File: config.mk
export PLATFORM = sky130hd
export DESIGN_NAME = issue_scoreboard_flat
export DESIGN_NICKNAME = d
export VERILOG_FILES = /design/src/rtl/issue_scoreboard_pkg.sv /design/src/rtl/issue_scoreboard_if.sv /design/src/rtl/issue_scoreboard_regs.sv /design/src/rtl/issue_scoreboard.sv /design/src/flat_wrapper.sv
export SDC_FILE = /design/constraint.sdc
export NUM_CORES = 1
export LEC_CHECK = 0
export BUFFER_PORTS_ARGS = -buffer_cell sky130_fd_sc_hd__buf_2
export CAP_MARGIN = 5
export CORE_MARGIN = 2
export CORE_UTILIZATION = 50
export DETAILED_ROUTE_END_ITERATION = 10
export PLACE_DENSITY = 0.85
export SLEW_MARGIN = 10
export SYNTH_ARGS = -nofsm -noshare
export SYNTH_HDL_FRONTEND = slang
export SYNTH_SLANG_ARGS = --single-unit
File: constraint.sdc
create_clock -name clk -period 3.5 [get_ports clk]
set_input_delay 0.875 -clock clk [delete_from_list [all_inputs] [get_ports clk]]
set_output_delay 0.875 -clock clk [all_outputs]
set_load 0.01 [all_outputs]
File: src/rtl/issue_scoreboard_pkg.sv
// Shared definitions for the issue scoreboard: operand field positions,
// register-file size and the output-stage state encoding.
package rv_issue_pkg;

  localparam int REG_NUM = 32;
  localparam int REG_W   = 5;
  localparam int RS2_LSB = 20;
  localparam int RS1_LSB = 15;
  localparam int RD_LSB  = 7;

  typedef logic [REG_W-1:0] reg_idx_t;

  typedef struct packed {
    reg_idx_t rs1;
    reg_idx_t rs2;
    reg_idx_t rd;
  } ops_t;

  typedef enum logic [1:0] {
    ST_EMPTY,
    ST_FULL,
    ST_STALL
  } iss_state_e;

endpackage

File: src/rtl/issue_scoreboard_if.sv
// Handshake bundle of the issue scoreboard: instruction input, issue output,
// writeback retire, flush and stall counter. slave = DUT side, master = driver.
interface issue_scoreboard_if #(
  parameter int STALL_CNT_W = 16
);
  import rv_issue_pkg::*;

  logic                   in_valid;
  logic                   in_ready;
  logic [31:0]            instr_word;
  logic                   issue_valid;
  logic                   issue_ready;
  reg_idx_t               rs1;
  reg_idx_t               rs2;
  reg_idx_t               rd;
  logic                   wb_valid;
  reg_idx_t               wb_rd;
  logic                   flush;
  logic [STALL_CNT_W-1:0] stall_cnt;

  modport slave (
    input  in_valid, instr_word, issue_ready,
    input  wb_valid, wb_rd, flush,
    output in_ready, issue_valid,
    output rs1, rs2, rd, stall_cnt
  );

  modport master (
    output in_valid, instr_word, issue_ready,
    output wb_valid, wb_rd, flush,
    input  in_ready, issue_valid,
    input  rs1, rs2, rd, stall_cnt
  );

endinterface

File: src/rtl/issue_scoreboard_regs.sv
// Busy vector (one bit per register, x0 never busy). Ports: set_en/set_idx
// mark, clr_en/clr_idx retire, flush wipes all; set wins over clear.
module scoreboard_regs
  import rv_issue_pkg::*;
(
  input  logic               clk,
  input  logic               rst_n,
  input  logic               set_en,
  input  reg_idx_t           set_idx,
  input  logic               clr_en,
  input  reg_idx_t           clr_idx,
  input  logic               flush,
  output logic [REG_NUM-1:0] busy
);

  logic [REG_NUM-1:0] busy_d;
  logic [REG_NUM-1:0] busy_q;

  always_comb begin
    busy_d = busy_q;
    if (flush) begin
      busy_d = '0;
    end else begin
      if (clr_en) busy_d[clr_idx] = 1'b0;
      // set after clear: a same-cycle issue to R keeps R busy
      if (set_en) busy_d[set_idx] = 1'b1;
    end
    busy_d[0] = 1'b0;
  end

  always_ff @(posedge clk or negedge rst_n) begin
    if (!rst_n) busy_q <= '0;
    else        busy_q <= busy_d;
  end

  assign busy = busy_q;

endmodule

File: src/rtl/issue_scoreboard.sv
// Issue stage with RAW/WAW scoreboard and a 1-entry output register.
// Ports: clk, rst_n, bus (slave). Option: SCOREBOARD_BYPASS_EN.
module issue_scoreboard
  import rv_issue_pkg::*;
#(
  parameter int STALL_CNT_W = 16
) (
  input logic         clk,
  input logic         rst_n,
  issue_scoreboard_if.slave bus
);

  ops_t                   f_ops;
  logic [REG_NUM-1:0]     busy;
  logic [REG_NUM-1:0]     hzd_busy;
  logic                   hazard;
  logic                   out_free;
  logic                   in_ready;
  logic                   accept;
  logic                   issue_valid;

  iss_state_e             state_d, state_q;
  ops_t                   ops_d, ops_q;
  logic [STALL_CNT_W-1:0] stall_d, stall_q;

  logic                   unused_word;

  assign f_ops.rs1 = bus.instr_word[RS1_LSB +: REG_W];
  assign f_ops.rs2 = bus.instr_word[RS2_LSB +: REG_W];
  assign f_ops.rd  = bus.instr_word[RD_LSB  +: REG_W];

  assign unused_word = ^{bus.instr_word[31:25],
                         bus.instr_word[14:12],
                         bus.instr_word[6:0]};

`ifdef SCOREBOARD_BYPASS_EN
  // a register retiring this cycle no longer blocks issue
  always_comb begin
    hzd_busy = busy;
    if (bus.wb_valid) hzd_busy[bus.wb_rd] = 1'b0;
  end
`else
  assign hzd_busy = busy;
`endif

  assign hazard = hzd_busy[f_ops.rs1]
                | hzd_busy[f_ops.rs2]
                | hzd_busy[f_ops.rd];

  assign issue_valid = (state_q == ST_FULL);
  assign out_free    = !issue_valid || bus.issue_ready;
  assign in_ready    = out_free && !hazard && !bus.flush;
  assign accept      = bus.in_valid && in_ready;

  always_comb begin
    state_d = state_q;
    if (bus.flush)
      state_d = ST_EMPTY;
    else if (accept)
      state_d = ST_FULL;
    else if (issue_valid && !bus.issue_ready)
      state_d = ST_FULL;
    else if (bus.in_valid && hazard)
      state_d = ST_STALL;
    else
      state_d = ST_EMPTY;
  end

  always_comb begin
    ops_d = ops_q;
    if (accept) ops_d = f_ops;
  end

  always_comb begin
    stall_d = stall_q;
    if (bus.in_valid && hazard && !bus.flush &&
        (stall_q != '1))
      stall_d = stall_q + 1'b1;
  end

  always_ff @(posedge clk or negedge rst_n) begin
    if (!rst_n) begin
      state_q <= ST_EMPTY;
      ops_q   <= '0;
      stall_q <= '0;
    end else begin
      state_q <= state_d;
      ops_q   <= ops_d;
      stall_q <= stall_d;
    end
  end

  scoreboard_regs u_regs (
    .clk     (clk),
    .rst_n   (rst_n),
    .set_en  (accept && (f_ops.rd != '0)),
    .set_idx (f_ops.rd),
    .clr_en  (bus.wb_valid),
    .clr_idx (bus.wb_rd),
    .flush   (bus.flush),
    .busy    (busy)
  );

  assign bus.in_ready    = in_ready;
  assign bus.issue_valid = issue_valid;
  assign bus.rs1         = ops_q.rs1;
  assign bus.rs2         = ops_q.rs2;
  assign bus.rd          = ops_q.rd;
  assign bus.stall_cnt   = stall_q;

endmodule

File: src/flat_wrapper.sv
// flat-port wrapper written by rule: the top's interface ports become plain ports
module issue_scoreboard_flat import rv_issue_pkg::*;
#(
  parameter int STALL_CNT_W = 16
)
  (clk, rst_n, bus_in_valid, bus_instr_word, bus_issue_ready, bus_wb_valid, bus_wb_rd, bus_flush, bus_in_ready, bus_issue_valid, bus_rs1, bus_rs2, bus_rd, bus_stall_cnt);
  issue_scoreboard_if #(.STALL_CNT_W(STALL_CNT_W)) bus_i ();
  input logic clk;
  input logic rst_n;
  input wire logic [$bits(bus_i.in_valid)-1:0] bus_in_valid;
  input wire logic [$bits(bus_i.instr_word)-1:0] bus_instr_word;
  input wire logic [$bits(bus_i.issue_ready)-1:0] bus_issue_ready;
  input wire logic [$bits(bus_i.wb_valid)-1:0] bus_wb_valid;
  input wire logic [$bits(bus_i.wb_rd)-1:0] bus_wb_rd;
  input wire logic [$bits(bus_i.flush)-1:0] bus_flush;
  output wire logic [$bits(bus_i.in_ready)-1:0] bus_in_ready;
  output wire logic [$bits(bus_i.issue_valid)-1:0] bus_issue_valid;
  output wire logic [$bits(bus_i.rs1)-1:0] bus_rs1;
  output wire logic [$bits(bus_i.rs2)-1:0] bus_rs2;
  output wire logic [$bits(bus_i.rd)-1:0] bus_rd;
  output wire logic [$bits(bus_i.stall_cnt)-1:0] bus_stall_cnt;
  assign bus_i.in_valid = bus_in_valid;
  assign bus_i.instr_word = bus_instr_word;
  assign bus_i.issue_ready = bus_issue_ready;
  assign bus_i.wb_valid = bus_wb_valid;
  assign bus_i.wb_rd = bus_wb_rd;
  assign bus_i.flush = bus_flush;
  assign bus_in_ready = bus_i.in_ready;
  assign bus_issue_valid = bus_i.issue_valid;
  assign bus_rs1 = bus_i.rs1;
  assign bus_rs2 = bus_i.rs2;
  assign bus_rd = bus_i.rd;
  assign bus_stall_cnt = bus_i.stall_cnt;
  issue_scoreboard #(.STALL_CNT_W(STALL_CNT_W)) u_core (.clk(clk), .rst_n(rst_n), .bus(bus_i));
endmodule
# Word-level counts from Yosys, hierarchy flattened
# Index checks and enable logic that the tools add are counted.
# classes
addsub	1
magnitude_cmp	6
n_eq_ne	2
muxes	18
bitwise_logic	5
n_reduce_logical	16
# op_table
cell	n
$mux W32	4
$and A32 B32 Y32	1
$not A32 Y32	1
$or A32 B32 Y32	1
$lt A5 B6 Y1 const B	4
$add A16 B1 Y16 const B	1
$ne A16 B16 Y1 const B	1
$bmux W1 S5	3
$demux W1 S5	2
$ge A5 B1 Y1 const B	2
$logic_and A1 B1 Y1	10
$mux W2	4
$mux W1	5
$reduce_bool A5 Y1	1
$logic_not A1 Y1	4
$eq A2 B1 Y1 const B	1
$or A1 B1 Y1	2
$logic_or A1 B1 Y1	1
# totals
regBits	64
in_bits	43
out_inout_bits	33
elab_cells	54

# Depth between registers and ports, before layout
# Gate-level depths: netlist (run 1).
# logic_depth
depth_word	11
mapped_depth	10
mapped_depth_nobuf	7

# Hierarchy
# A second synthesis (run 1) with hierarchy kept.
# hier_totals
cells_unflattened	356
hier_area_um2	3857.4
# modules_own_cells
module	instances	cells_per_inst	area_per_inst_um2	seq_area_each_um2
issue_scoreboard	1	201	2348.5	825.8
scoreboard_regs	1	155	1508.9	775.7

# Worst setup path after synthesis (run 1)
# OpenSTA, ideal clock, no wires.
# synth_path
kind	input to output
from	in bus_instr_word[8]
to	out bus_in_ready
arrival_time_ns	2.720
t_required_ns	2.625
slack_ns	-0.095
cell_stages	8
n_path_buf	2
path_cell_list	buf_2 buf_1 mux2i_1 o22ai_1 a211oi_2 nand4_2 nor4b_4 nor2b_1
# synth_via
elab_chain_len	6
# synth_rtl
item	line_no	rtl
from (decl)	flat_wrapper.sv:11	input wire logic [$bits(bus_i.instr_word)-1:0] bus_instr_word;
$bmux W1 S5	issue_scoreboard.sv:48	| hzd_busy[f_ops.rd];
$mux W1 (implied by the code)	issue_scoreboard.sv:48	
$or A1 B1 Y1	issue_scoreboard.sv:48	
$logic_not A1 Y1	issue_scoreboard.sv:52	assign in_ready = out_free && !hazard && !bus.flush;
$logic_and A1 B1 Y1 (2 in a row)	issue_scoreboard.sv:52	
to (decl)	flat_wrapper.sv:16	output wire logic [$bits(bus_i.in_ready)-1:0] bus_in_ready;
# Every way passes these cells. The select of a mux whose other input is x is not followed.

# Worst setup path in the final report (run 1)
# layout_path
from	in bus_instr_word[21]
to	out bus_in_ready
# layout_via
elab_chain_len	7
# layout_rtl
item	line_no	rtl
$bmux W1 S5	issue_scoreboard.sv:47	| hzd_busy[f_ops.rs2]
$mux W1 (implied by the code)	issue_scoreboard.sv:47	
$or A1 B1 Y1	issue_scoreboard.sv:47	
$or A1 B1 Y1	issue_scoreboard.sv:48	
$logic_not A1 Y1	issue_scoreboard.sv:52	
$logic_and A1 B1 Y1 (2 in a row)	issue_scoreboard.sv:52	
# Every way passes these cells. The select of a mux whose other input is x is not followed.

==> results.rst, run 1 <==
.. list-table::
   :header-rows: 1

   * - Metric
     - Value
   * - Cell type contributing the most total cell area after synthesis
     - sky130_fd_sc_hd__dfrtp_1
   * - Largest net degree at the start of global routing
     - 37
   * - Count of unresolved DRC violations after routing
     - 0
   * - Most frequent cell after synthesis
     - sky130_fd_sc_hd__dfrtp_1
   * - Vias in the first global route
     - 3,343
   * - Final core area utilization
     - 63.8%
   * - Grt ovf
     - 0
   * - Post-CTS clock slew at the launch and capture registers of the worst setup and hold paths
     - 0.07 ns
   * - Crit start category
     - input pin
   * - Number of nets in the finished design
     - 489
   * - I/O pin count
     - 76
   * - Max-Slew Margin vs Limit
     - 47.8%
   * - Part of the total power dissipated in sequential elements
     - 44.0%
   * - Fin crit period
     - 3.56 ns
   * - HP Start
     - u_core.bus.stall_cnt[7]
   * - Initial detailed-routing violation count
     - 337
   * - Gate count of the mapped netlist
     - 360
   * - Number of standard cells in the layout, taps in and fillers out
     - 549
   * - Setup ws final
     - -0.0619 ns
   * - Initial core utilization
     - 52.4%
   * - Switching power
     - 0.553 mW
   * - Worst skew pair latency
     - 0.35 ns
   * - Area enclosed by the die boundary
     - 0.00840 mm2
   * - Number of detailed-route iterations in the first pass
     - 5
   * - Worst setup slack for register-to-register paths
     - 0.70 ns
   * - Path class of the lowest-slack min-delay path
     - reg2reg
   * - DP Worst Slack
     - -0.168 ns
   * - Max cap viols
     - 0
   * - Proportion of synthesized chip area in sequential cells
     - 41.7%
   * - Post-synthesis register bit count
     - 64
   * - Worst Skew
     - 0.0128 ns
   * - Final RePlAce weighted congestion
     - 0.909
   * - Synth Cell Area
     - 0.00384 mm2
   * - Transition time at the pin with the least slew margin
     - 0.781 ns
   * - Input/output buffers
     - 58
   * - Global-route wire length before repair
     - 17,000 um
   * - Clock Tree Root
     - sky130_fd_sc_hd__clkbuf_8
   * - FF-to-FF path depth
     - 9
   * - DIE WIDTH
     - 91.7 um
   * - Post-detailed-route via-to-cell ratio
     - 6.13
   * - Worst R2R End
     - u_core.bus.rs2[3]
   * - Synthesized netlist net count
     - 404
   * - Number of buffers inserted during clock tree synthesis
     - 9
   * - Status
     - finished, violations left
   * - Data arrival time at the worst-slack endpoint
     - 2.69 ns
   * - Post-Route Setup TNS
     - -0.0619 ns
   * - Cell total after placement
     - 528
   * - Start of the worst register-to-register path
     - u_core.u_regs.busy[26]
   * - # clock sinks
     - 64
   * - Final Hold Fails
     - 0
   * - Share of the synthesized area in the top cell type
     - 41.7%
   * - Setup repair after global routing missed its margin
     - yes
   * - Switching fraction of total power
     - 27.9%
   * - Mean post-synth cell area
     - 10.7 um2
   * - Count of final max-slew check failures
     - 0
   * - Total number of vias
     - 3,368
   * - Internal Power
     - 1.43 mW
   * - Proportion of layout cells with a drive suffix above 1
     - 33.6%
   * - Maximum count of clock buffers along a single path
     - 2
   * - Failing checks
     - negative setup slack
   * - Share of synthesized flip-flops with an asynchronous set or reset
     - 100%
   * - Post-DP HPWL
     - 7550 um
   * - Leakage power
     - 2.15 nW
   * - Biggest area contributors in the synthesized netlist
     - sky130_fd_sc_hd__dfrtp_1 42%, sky130_fd_sc_hd__mux4_2 8.2%, sky130_fd_sc_hd__o21ai_0 6.4%
   * - Critical path endpoint category
     - primary output
   * - Commonest cells in the synthesized netlist
     - 64 x sky130_fd_sc_hd__dfrtp_1, 49 x sky130_fd_sc_hd__o21ai_0, 26 x sky130_fd_sc_hd__nand2_1
   * - Yosys warning count
     - 0
   * - EDFF count, synth
     - 0
   * - Category of the critical setup timing path
     - in2out
   * - Top flip-flop cell by instance count after synthesis
     - sky130_fd_sc_hd__dfrtp_1
   * - Share of power burned in the clock network
     - 35.8%
   * - Highest achievable clock rate
     - 281 MHz
   * - Standard-cell row count
     - 31
   * - Final Routed Wirelength
     - 10,400 um
   * - Clock tree from TritonCTS
     - built
   * - Post-synth cell types
     - 47
   * - Vertical die dimension
     - 91.7 um
   * - Share of the clock period used by the worst path
     - 102%
   * - Worst IR drop on VDD
     - 0.211 mV
   * - Power share of the combinational group
     - 20.2%
   * - WHS Path Cells
     - 1
   * - Total track usage
     - 26.1%
   * - Area overhead of the layout relative to synthesis
     - 21.8%
   * - Placeable core region
     - 0.00733 mm2
   * - Antenna diode count
     - 0
   * - Remaining antenna violation count after routing
     - 0
   * - H-tree Lvls
     - 3
   * - Pwr Density
     - 424 mW/mm2
   * - Antenna violations before repair
     - 0
   * - Drt wl/cell
     - 19.0 um
   * - Endpoint required time on the critical path
     - 2.62 ns
   * - Top fanout value on the critical path
     - 8
   * - Hold Crit Endpoint
     - u_core.bus.stall_cnt[7]
   * - Count of final setup violators
     - 1
through the flow:
| step | hold WS (ns) | power [mW] | instance area, um2 |
|---|---|---|---|
| global route | 0.499 | 2.07 | 4680 |
| floorplan | 0.511 | 1.10 | 3850 |
| CTS | 0.485 | 1.98 | 4650 |
| global placement | 0.471 | 1.26 | 4390 |
| detailed placement | 0.473 | 1.27 | 4390 |
| finish | 0.485 | 1.98 | 4680 |
cell type report:
class | instances | area (um2)
sequential | 64 | 1600
timing repair buffer | 91 | 567
clock inverter | 5 | 80.1
tap | 99 | 124
multi-input combinational | 277 | 2160
clock buffer | 11 | 141
inverter | 2 | 7.51
fill | 571 | 2650
state kept, by name, indices dropped and copies added (netlist names):
signal and flops:
u_core.bus.rd 5, u_core.bus.rs1 5, u_core.bus.rs2 5, u_core.bus.stall_cnt 16
u_core.state_q 2, u_core.u_regs.busy 31
worst max path at each step:
stage / from / end / slack (ns)
final: bus_instr_word[21] / bus_in_ready / -0.06
after global placement: bus_instr_word[7] / bus_in_ready / -0.13
after CTS: bus_instr_word[7] / bus_in_ready / -0.02
after global routing: bus_instr_word[15] / bus_in_ready / -0.13
after floorplan: bus_instr_word[7] / bus_in_ready / -0.09
after detailed placement: bus_instr_word[21] / bus_in_ready / -0.17
what timing repair did:
item | CTS | global route
buffers inserted | 2 | 3
hold buffers | 0 | 0
resized for setup | 8 | 2
cloned | 0 | 0
endpoints found under the setup margin | 1 | 1
pin swaps | 5 | 4
logic make-up (layout without fill, tap and decap cells):
family | count (synthesis) | after routing | share of synthesized area, %
compound gates | 65 | 65 | 9.61
xor+xnor | 15 | 15 | 3.42
fa+ha+maj | 1 | 1 | 0.326
buf+inv | 19 | 109 | 2.35
flops | 64 | 64 | 41.7
mux | 51 | 51 | 19.3
simple gates | 145 | 145 | 23.3
layout by cell type, fill, tap and decap left out, types with 5 or more instances in the layout:
cell                       synthesis  routed
sky130_fd_sc_hd__nor2_1           10      10
sky130_fd_sc_hd__clkbuf_8          0      10
sky130_fd_sc_hd__o21ai_0          49      48
sky130_fd_sc_hd__buf_2             3      54
sky130_fd_sc_hd__nand2_1          26      26
sky130_fd_sc_hd__buf_4             2      34
sky130_fd_sc_hd__mux4_2           14      14
sky130_fd_sc_hd__mux2_2            9       9
sky130_fd_sc_hd__dfrtp_1          64      64
sky130_fd_sc_hd__nor3b_1           5       5
sky130_fd_sc_hd__nor3_1            8       8
sky130_fd_sc_hd__xor2_1           14      14
sky130_fd_sc_hd__nand3_1          12      12
sky130_fd_sc_hd__nand3b_1         25      25
sky130_fd_sc_hd__mux2i_1          19      19
sky130_fd_sc_hd__mux2_4            9       9
sky130_fd_sc_hd__nor2b_1          25      24
power groups by stage:
stage	logic (mW)	registers [mW]	clock network [mW]
floorplan	0.185	0.913	0
global placement	0.376	0.884	0
detailed placement	0.389	0.886	0
CTS	0.398	0.872	0.711
global route	0.430	0.883	0.754
finish	0.401	0.873	0.709
routing by layer:
metal  track usage, %  share of wire, %  vias to the layer above
li1                 -                 -                     1510
met1             33.4                41                     1665
met2             42.8                49                      166
met3             5.59               8.0                       27
met4             11.2               2.7                        0
met5                0                 0                        -
critical path, cell delays in order:
cell,delay (ns)
sky130_fd_sc_hd__buf_4,0.17
sky130_fd_sc_hd__mux4_2,0.52
sky130_fd_sc_hd__mux2i_1,0.18
sky130_fd_sc_hd__o32a_1,0.18
sky130_fd_sc_hd__nand4_2,0.14
sky130_fd_sc_hd__nor4b_4,0.31
sky130_fd_sc_hd__nor2b_4,0.19
sky130_fd_sc_hd__buf_6,0.11
Note: power is estimated with default switching activity, not from simulation.
==> run 2, diff against run 1 <==
--- a/config.mk
+++ b/config.mk
@@ -7,10 +7,13 @@
 export LEC_CHECK = 0
 export BUFFER_PORTS_ARGS = -buffer_cell sky130_fd_sc_hd__buf_2
 export CAP_MARGIN = 5
+export CELL_PAD_IN_SITES_DETAIL_PLACEMENT = 0
+export CELL_PAD_IN_SITES_GLOBAL_PLACEMENT = 1
 export CORE_MARGIN = 2
-export CORE_UTILIZATION = 50
+export CORE_UTILIZATION = 39
 export DETAILED_ROUTE_END_ITERATION = 10
 export PLACE_DENSITY = 0.85
+export SETUP_SLACK_MARGIN = 0.05
 export SLEW_MARGIN = 10
 export SYNTH_ARGS = -nofsm -noshare
 export SYNTH_HDL_FRONTEND = slang
==> run 2 against run 1 <==
Effect of this change:
- the run still ends with negative setup slack left
- clock skew down 0.0054 ns
- routed wire length up 0.55%
- register-to-register slack gained 0.18 ns
- total power decreased by 2.8%
- die area up 27%
- largest power group unchanged
- fmax up 1.1%
- global-route usage is 5.9 points lower
- cell area is 0.43% higher
- via count fell by 4.3%
- largest cell class unchanged
==> results.rst, run 2 (synthesis gave the netlist of run 1 again) <==
.. list-table::
   :header-rows: 1

   * - Metric
     - Value
   * - Vertical die dimension
     - 103 um (+13%)
   * - Data arrival time at the worst-slack endpoint
     - 2.65 ns (-0.04 ns)
   * - Path class of the lowest-slack min-delay path
     - reg2reg
   * - Leakage power
     - 2.14 nW (-0.49%)
   * - Crit start category
     - input pin
   * - Initial detailed-routing violation count
     - 201 (-40%)
   * - Category of the critical setup timing path
     - in2out
   * - Leading cell type in the layout, fill and taps excluded
     - sky130_fd_sc_hd__dfrtp_1
   * - Critical path endpoint category
     - primary output
   * - Power share of the combinational group
     - 20.7% (+0.5 points)
   * - Highest achievable clock rate
     - 284 MHz (+1.1%)
   * - Number of detailed-route iterations in the first pass
     - 5 (unchanged)
   * - Grt ovf
     - 0 (unchanged)
   * - Total number of vias
     - 3,223 (-4.3%)
   * - Final core area utilization
     - 48.5% (-15 points)
   * - Status
     - finished, violations left
   * - Antenna diode count
     - 0 (unchanged)
   * - Post-CTS Hold Fix Bufs
     - 0 (unchanged)
   * - Failing checks
     - negative setup slack
   * - Final Routed Wirelength
     - 10,500 um (+0.55%)
   * - Pwr Density
     - 410 mW/mm2 (-3.2%)
   * - Worst Skew
     - 0.00740 ns (-0.00536 ns)
   * - Final Hold Fails
     - 0 (unchanged)
   * - Area overhead of the layout relative to synthesis
     - 22.3%
   * - Post-CTS clock slew at the launch and capture registers of the worst setup and hold paths
     - 0.07 ns (about the same)
   * - Fin crit period
     - 3.52 ns (-0.0376 ns)
   * - Post-DP HPWL
     - 7560 um (+0.14%)
   * - H-tree Lvls
     - 3 (unchanged)
   * - Switching fraction of total power
     - 27.9% (about the same)
   * - Post-detailed-route via-to-cell ratio
     - 5.55 (-9.6%)
   * - Area enclosed by the die boundary
     - 0.0107 mm2 (+27%)
   * - Initial core utilization
     - 39.7% (-13 points)
   * - Part of the total power dissipated in sequential elements
     - 45.2% (+1.2 points)
   * - Global-route wire length before repair
     - 16,100 um (-5.3%)
   * - Number of buffers inserted during clock tree synthesis
     - 9 (unchanged)
   * - Endpoint required time on the critical path
     - 2.62 ns (about the same)
   * - Antenna violations before repair
     - 0 (unchanged)
   * - Setup ws final
     - -0.0243 ns (+0.0376 ns)
   * - Max-Slew Margin vs Limit
     - 44.4% (-3.4 points)
   * - Number of nets in the finished design
     - 488 (-0.20%)
   * - DIE WIDTH
     - 103 um (+13%)
   * - Worst IR drop on VDD
     - 0.181 mV (-14%)
   * - Count of final max-slew check failures
     - 0 (unchanged)
   * - Transition time at the pin with the least slew margin
     - 0.835 ns (+0.0533 ns)
   * - Internal Power
     - 1.39 mW (-2.8%)
   * - Vias in the first global route
     - 3,095 (-7.4%)
   * - Clock tree from TritonCTS
     - built
   * - Count of final setup violators
     - 1 (unchanged)
   * - Clock Tree Root
     - sky130_fd_sc_hd__clkbuf_8
   * - Max reg flops
     - 31 (unchanged)
   * - Proportion of layout cells with a drive suffix above 1
     - 33.5% (-0.073 points)
   * - Final RePlAce weighted congestion
     - 0.976 (+7.4%)
   * - Worst skew pair latency
     - 0.36 ns (about the same)
   * - Share of power burned in the clock network
     - 34.1% (-1.7 points)
   * - Highest-count cells in the layout ignoring fill and taps
     - 64 x sky130_fd_sc_hd__dfrtp_1, 54 x sky130_fd_sc_hd__buf_2, 49 x sky130_fd_sc_hd__o21ai_0, 33 x sky130_fd_sc_hd__buf_4, 26 x sky130_fd_sc_hd__nand2_1
   * - Setup repair after global routing missed its margin
     - yes
   * - Max cap viols
     - 0 (unchanged)
   * - I/O pin count
     - 76 (unchanged)
   * - Drt wl/cell
     - 18.1 um (-5.0%)
   * - Remaining antenna violation count after routing
     - 0 (unchanged)
   * - Standard-cell row count
     - 36 (+16%)
   * - Count of unresolved DRC violations after routing
     - 0 (unchanged)
   * - Switching power
     - 0.538 mW (-2.7%)
   * - Total track usage
     - 20.1% (-5.9 points)
   * - Maximum count of clock buffers along a single path
     - 2 (unchanged)
   * - Share of the clock period used by the worst path
     - 101% (-1.1 points)
   * - DP Worst Slack
     - -0.171 ns (-0.00331 ns)
   * - # clock sinks
     - 64 (unchanged)
   * - Largest net degree at the start of global routing
     - 65 (+76%)
   * - Placeable core region
     - 0.00968 mm2 (+32%)
   * - Top fanout value on the critical path
     - 3 (-5)
   * - Input/output buffers
     - 58 (unchanged)
[run 2: changes by cell type in the layout (fill, tap and decap cells not counted), sizes merged]
cell | before | now
clkinv | 1 | 2
clkbuf | 11 | 12
buf | 91 | 90
clkinvlp | 2 | 0
bufinv | 2 | 1
[run 2: metrics by stage]
stage / hold slack (ns) / setup TNS [ns] / instances / power, mW / area (um2)
finish: 0.489 / -0.0243 / 581 / 1.93 / 4700
global placement: 0.475 / -0.158 / 564 / 1.27 / 4450
detailed placement: 0.479 / -0.171 / 564 / 1.28 / 4450
global route: 0.506 / -0.132 / 581 / 2.03 / 4700
CTS: 0.493 / -0.0201 / 581 / 1.94 / 4700
floorplan: 0.511 / -0.0892 / 360 / 1.10 / 3850
[run 2: final timing paths]
path | from | endpoint | slack (ns) | cells after the start
min reg2reg | u_core.bus.stall_cnt[14] | u_core.bus.stall_cnt[14] | 0.49 | 1
min in group asynchronous | rst_n | u_core.u_regs.busy[8] | 0.69 | 2
min | u_core.bus.stall_cnt[14] | u_core.bus.stall_cnt[14] | 0.49 | 1
max reg2reg | u_core.u_regs.busy[27] | u_core.bus.rs2[0] | 0.88 | 8
max in group asynchronous | rst_n | u_core.u_regs.busy[14] | 2.24 | 2
max | bus_instr_word[7] | bus_in_ready | -0.02 | 8
[run 2: cell type report]
class / instances / area [um2]
clock buffer: 12 / 165
clock inverter: 3 / 40.0
fill: 905 / 4980
inverter: 2 / 7.51
multi-input combinational: 277 / 2160
sequential: 64 / 1600
tap: 133 / 166
timing repair buffer: 90 / 556
[run 2: critical path: stages]
cell and delay (ns):
sky130_fd_sc_hd__buf_8 0.09, sky130_fd_sc_hd__mux4_2 0.48, sky130_fd_sc_hd__a32o_1 0.24, sky130_fd_sc_hd__a211oi_2 0.25, sky130_fd_sc_hd__nand4_2 0.17, sky130_fd_sc_hd__nor4b_4 0.25, sky130_fd_sc_hd__nor2b_4 0.18, sky130_fd_sc_hd__buf_6 0.11
[run 2: timing repair]
item	CTS	global route
pin swaps	5	1
resized for setup	8	0
endpoints found under the setup margin	1	1
setup buffers	2	0
hold endpoints to repair	0	0
[run 2: layer usage]
layer | wire, um | vias up | GRT usage, %
met5 | 0 | - | 0
met4 | 367 | 0 | 9.72
met3 | 590 | 30 | 4.70
met2 | 5020 | 113 | 31.5
met1 | 4510 | 1574 | 26.4
li1 | - | 1506 | -
[run 2: power by group through the flow]
stage	clock [mW]	sequential [mW]	combinational, mW
2_1_floorplan	0	0.913	0.185
3_3_place_gp	0	0.880	0.387
3_5_place_dp	0	0.886	0.395
4_1_cts	0.668	0.871	0.403
5_1_grt	0.707	0.883	0.435
6_report	0.658	0.871	0.399
==> run 3, diff against run 2 <==
--- a/config.mk
+++ b/config.mk
@@ -10,9 +10,9 @@
 export CELL_PAD_IN_SITES_DETAIL_PLACEMENT = 0
 export CELL_PAD_IN_SITES_GLOBAL_PLACEMENT = 1
 export CORE_MARGIN = 2
-export CORE_UTILIZATION = 39
+export CORE_UTILIZATION = 47
 export DETAILED_ROUTE_END_ITERATION = 10
-export PLACE_DENSITY = 0.85
+export PLACE_DENSITY = 0.95
 export SETUP_SLACK_MARGIN = 0.05
 export SLEW_MARGIN = 10
 export SYNTH_ARGS = -nofsm -noshare
==> constraint.sdc (replaced) <==
create_clock -name clk -period 4.1 [get_ports clk]
set_input_delay 1.025 -clock clk [delete_from_list [all_inputs] [get_ports clk]]
set_output_delay 1.025 -clock clk [all_outputs]
set_load 0.01 [all_outputs]
==> run 3 against run 2 <==
Effect of this change:
- the run now ends clean
- clock skew grew 0.0016 ns
- cell area decreased by 5.5%
- utilization up 8.3 points
- first-iteration DRC count rose by 45%
- clock power is 28% lower
- critical path depth stayed put
- sequential power is 14% lower
- critical endpoint unchanged
- combinational power decreased by 20%
- hold slack improved by 0.0064 ns
- setup slack better by 0.15 ns
==> results.rst, run 3 (synthesis gave the netlist of run 1 again) <==
.. list-table::
   :header-rows: 1

   * - Metric
     - Value
   * - Status
     - completed
   * - Critical path endpoint category
     - primary output
   * - Data arrival time at the worst-slack endpoint
     - 2.95 ns (+0.30 ns)
   * - Hold Crit Endpoint
     - u_core.bus.stall_cnt[9]
   * - DIE WIDTH
     - 94.4 um (-8.6%)
   * - Max reg flops
     - 31 (unchanged)
   * - Launch point of the worst path
     - bus_instr_word[7]
   * - Endpoint required time on the critical path
     - 3.07 ns (+0.45 ns)
   * - WHS Path Cells
     - 1 (unchanged)
   * - Placeable core region
     - 0.00781 mm2 (-19%)
   * - Crit start category
     - input pin
   * - Input/output buffers
     - 58 (unchanged)
   * - Fin crit period
     - 3.97 ns
   * - Ordered cell list for the critical path
     - buf_12, mux4_2, a32o_2, a211oi_2, nand4_2, nor4b_4, nor2b_2, buf_2
   * - Final Hold Fails
     - 0 (unchanged)
   * - Met2 Routed Length
     - 4640 um (-7.7%)
   * - Clock Tree Root
     - sky130_fd_sc_hd__clkbuf_8
   * - Antenna violations before repair
     - 0 (unchanged)
   * - Pwr Density
     - 347 mW/mm2 (-15%)
   * - Final RePlAce weighted congestion
     - 0.921 (-5.6%)
   * - HP Start
     - u_core.bus.stall_cnt[9]
   * - Vias in the first global route
     - 2,990 (-3.4%)
   * - Maximum count of clock buffers along a single path
     - 2 (unchanged)
   * - Cell area reported after detailed placement
     - 0.00424 mm2 (-4.6%)
   * - Category of the critical setup timing path
     - in2out
   * - Count of final setup violators
     - 0 (-1)
   * - Post-CTS Hold Fix Bufs
     - 0 (unchanged)
   * - Number of detailed-route iterations in the first pass
     - 4 (-1)
   * - Total number of vias
     - 3,213 (-0.31%)
   * - Antenna diode count
     - 0 (unchanged)
   * - Uppermost signal routing layer after detailed routing
     - met4
   * - Max stage delay on crit path
     - 0.49 ns (about the same)
   * - Global-route wire length before repair
     - 15,600 um (-3.4%)
   * - Final non-filler cell area
     - 0.00444 mm2 (-5.5%)
   * - Highest achievable clock rate
     - 252 MHz
   * - DR WL met3
     - 738 um (+25%)
   * - Number of buffers inserted during clock tree synthesis
     - 9 (unchanged)
   * - Max cap viols
     - 0 (unchanged)
   * - Worst IR drop on VDD
     - 0.128 mV (-29%)
   * - Largest net degree at the start of global routing
     - 42 (-35%)
   * - Start of the worst register-to-register path
     - u_core.u_regs.busy[27]
   * - Worst Skew
     - 0.00905 ns (+0.00165 ns)
   * - Worst skew pair latency
     - 0.35 ns (about the same)
   * - Post-Route Setup TNS
     - 0 ns (+0.0243 ns)
   * - Top fanout value on the critical path
     - 7 (+4)
   * - Final Routed Wirelength
     - 9890 um (-5.8%)
   * - Worst setup slack for register-to-register paths
     - 1.06 ns (+0.18 ns)
   * - Share of the clock period used by the worst path
     - 96.9%
   * - Area overhead of the layout relative to synthesis
     - 15.6%
   * - Count of unresolved DRC violations after routing
     - 0 (unchanged)
   * - Total track usage
     - 23.1% (+3.0 points)
   * - Post-DP HPWL
     - 7090 um (-6.2%)
   * - Grt ovf
     - 0 (unchanged)
   * - Number of nets in the finished design
     - 466 (-4.5%)
   * - Worst R2R End
     - u_core.u_regs.busy[15]
   * - H-tree Lvls
     - 3 (unchanged)
   * - Count of final max-slew check failures
     - 0 (unchanged)
   * - M1 WL
     - 4370 um (-3.2%)
   * - Transition time at the pin with the least slew margin
     - 0.889 ns (+0.0546 ns)
   * - Highest-count cells in the layout ignoring fill and taps
     - 64 x sky130_fd_sc_hd__dfrtp_1, 56 x sky130_fd_sc_hd__buf_2, 49 x sky130_fd_sc_hd__o21ai_0, 26 x sky130_fd_sc_hd__nand2_1, 25 x sky130_fd_sc_hd__nand3b_1
   * - Path class of the lowest-slack min-delay path
     - reg2reg
   * - # clock sinks
     - 64 (unchanged)
   * - Standard-cell row count
     - 32 (-11%)
   * - Final core area utilization
     - 56.9% (+8.3 points)
   * - Initial core utilization
     - 49.2% (+9.5 points)
   * - Leakage power
     - 2.01 nW (-6.0%)
   * - Cell with the largest stage delay on the worst path
     - sky130_fd_sc_hd__mux4_2
   * - Drt wl/cell
     - 18.7 um (+3.5%)
   * - Proportion of layout cells with a drive suffix above 1
     - 29.5% (-4.0 points)
   * - Post-CTS clock slew at the launch and capture registers of the worst setup and hold paths
     - 0.07 ns (about the same)
   * - Max-Slew Margin vs Limit
     - 40.7% (-3.6 points)
   * - Vertical die dimension
     - 94.4 um (-8.6%)
   * - I/O pin count
     - 76 (unchanged)
   * - Leading cell type in the layout, fill and taps excluded
     - sky130_fd_sc_hd__dfrtp_1
   * - Remaining antenna violation count after routing
     - 0 (unchanged)
   * - Setup repair after global routing missed its margin
     - yes
   * - Post-detailed-route via-to-cell ratio
     - 6.07 (+9.5%)
   * - Area enclosed by the die boundary
     - 0.00891 mm2 (-16%)
   * - Clock tree from TritonCTS
     - built
   * - FF-to-FF path depth
     - 8 (unchanged)
   * - Initial detailed-routing violation count
     - 292 (+45%)
## run 3: power breakdown
group / total [mW] / leakage (nW) / internal, mW / switching, mW
clock: 0.476 / 0.0834 / 0.234 / 0.241
combinational: 0.318 / 1.08 / 0.154 / 0.165
sequential: 0.748 / 0.848 / 0.694 / 0.0539
total: 1.54 / 2.01 / 1.08 / 0.460
## run 3: timing repair
item / 4_1_cts / 5_1_grt
resized for setup: 0 / 8
buffers inserted: 0 / 1
endpoints found under the setup margin: 0 / 1
## run 3: how the worst max path moves through the flow
stage                         endpoint  slack [ns]  cells past startpoint
after floorplan           bus_in_ready        0.20                      8
after global placement    bus_in_ready        0.12                      8
after detailed placement  bus_in_ready        0.12                      8
after CTS                 bus_in_ready        0.11                      8
after global routing      bus_in_ready        0.01                      8
final                     bus_in_ready        0.13                      8
## run 3: routing by layer
metal  GRT usage, %  up-vias
met5              0        -
met1           32.2     1614
met3           5.91       13
li1               -     1456
met4           8.21        0
met2           35.2      130
## run 3: per-stage QoR
step,setup WS (ns),instances,power (mW),hold WS (ns)
4_1_cts,0.109,528,1.54,0.499
2_1_floorplan,0.205,360,0.935,0.511
5_1_grt,0.0131,529,1.61,0.507
3_3_place_gp,0.121,512,1.07,0.467
6_report,0.127,529,1.54,0.496
3_5_place_dp,0.118,512,1.08,0.490
## run 3: area by class of cell
class                           count  area, um2
Fill cell                         681       3370
Multi-Input combinational cell    277       2150
Sequential cell                    64       1600
Timing Repair Buffer               68        383
Clock buffer                       13        149
Tap cell                          102        128
Clock inverter                      3       17.5
Inverter                            2       7.51
## run 3: worst max-delay path, delay by kind of cell
kind	cells	cell delay, ns
compound gates	2	0.52
buf+inv	2	0.25
mux	1	0.49
simple gates	3	0.66
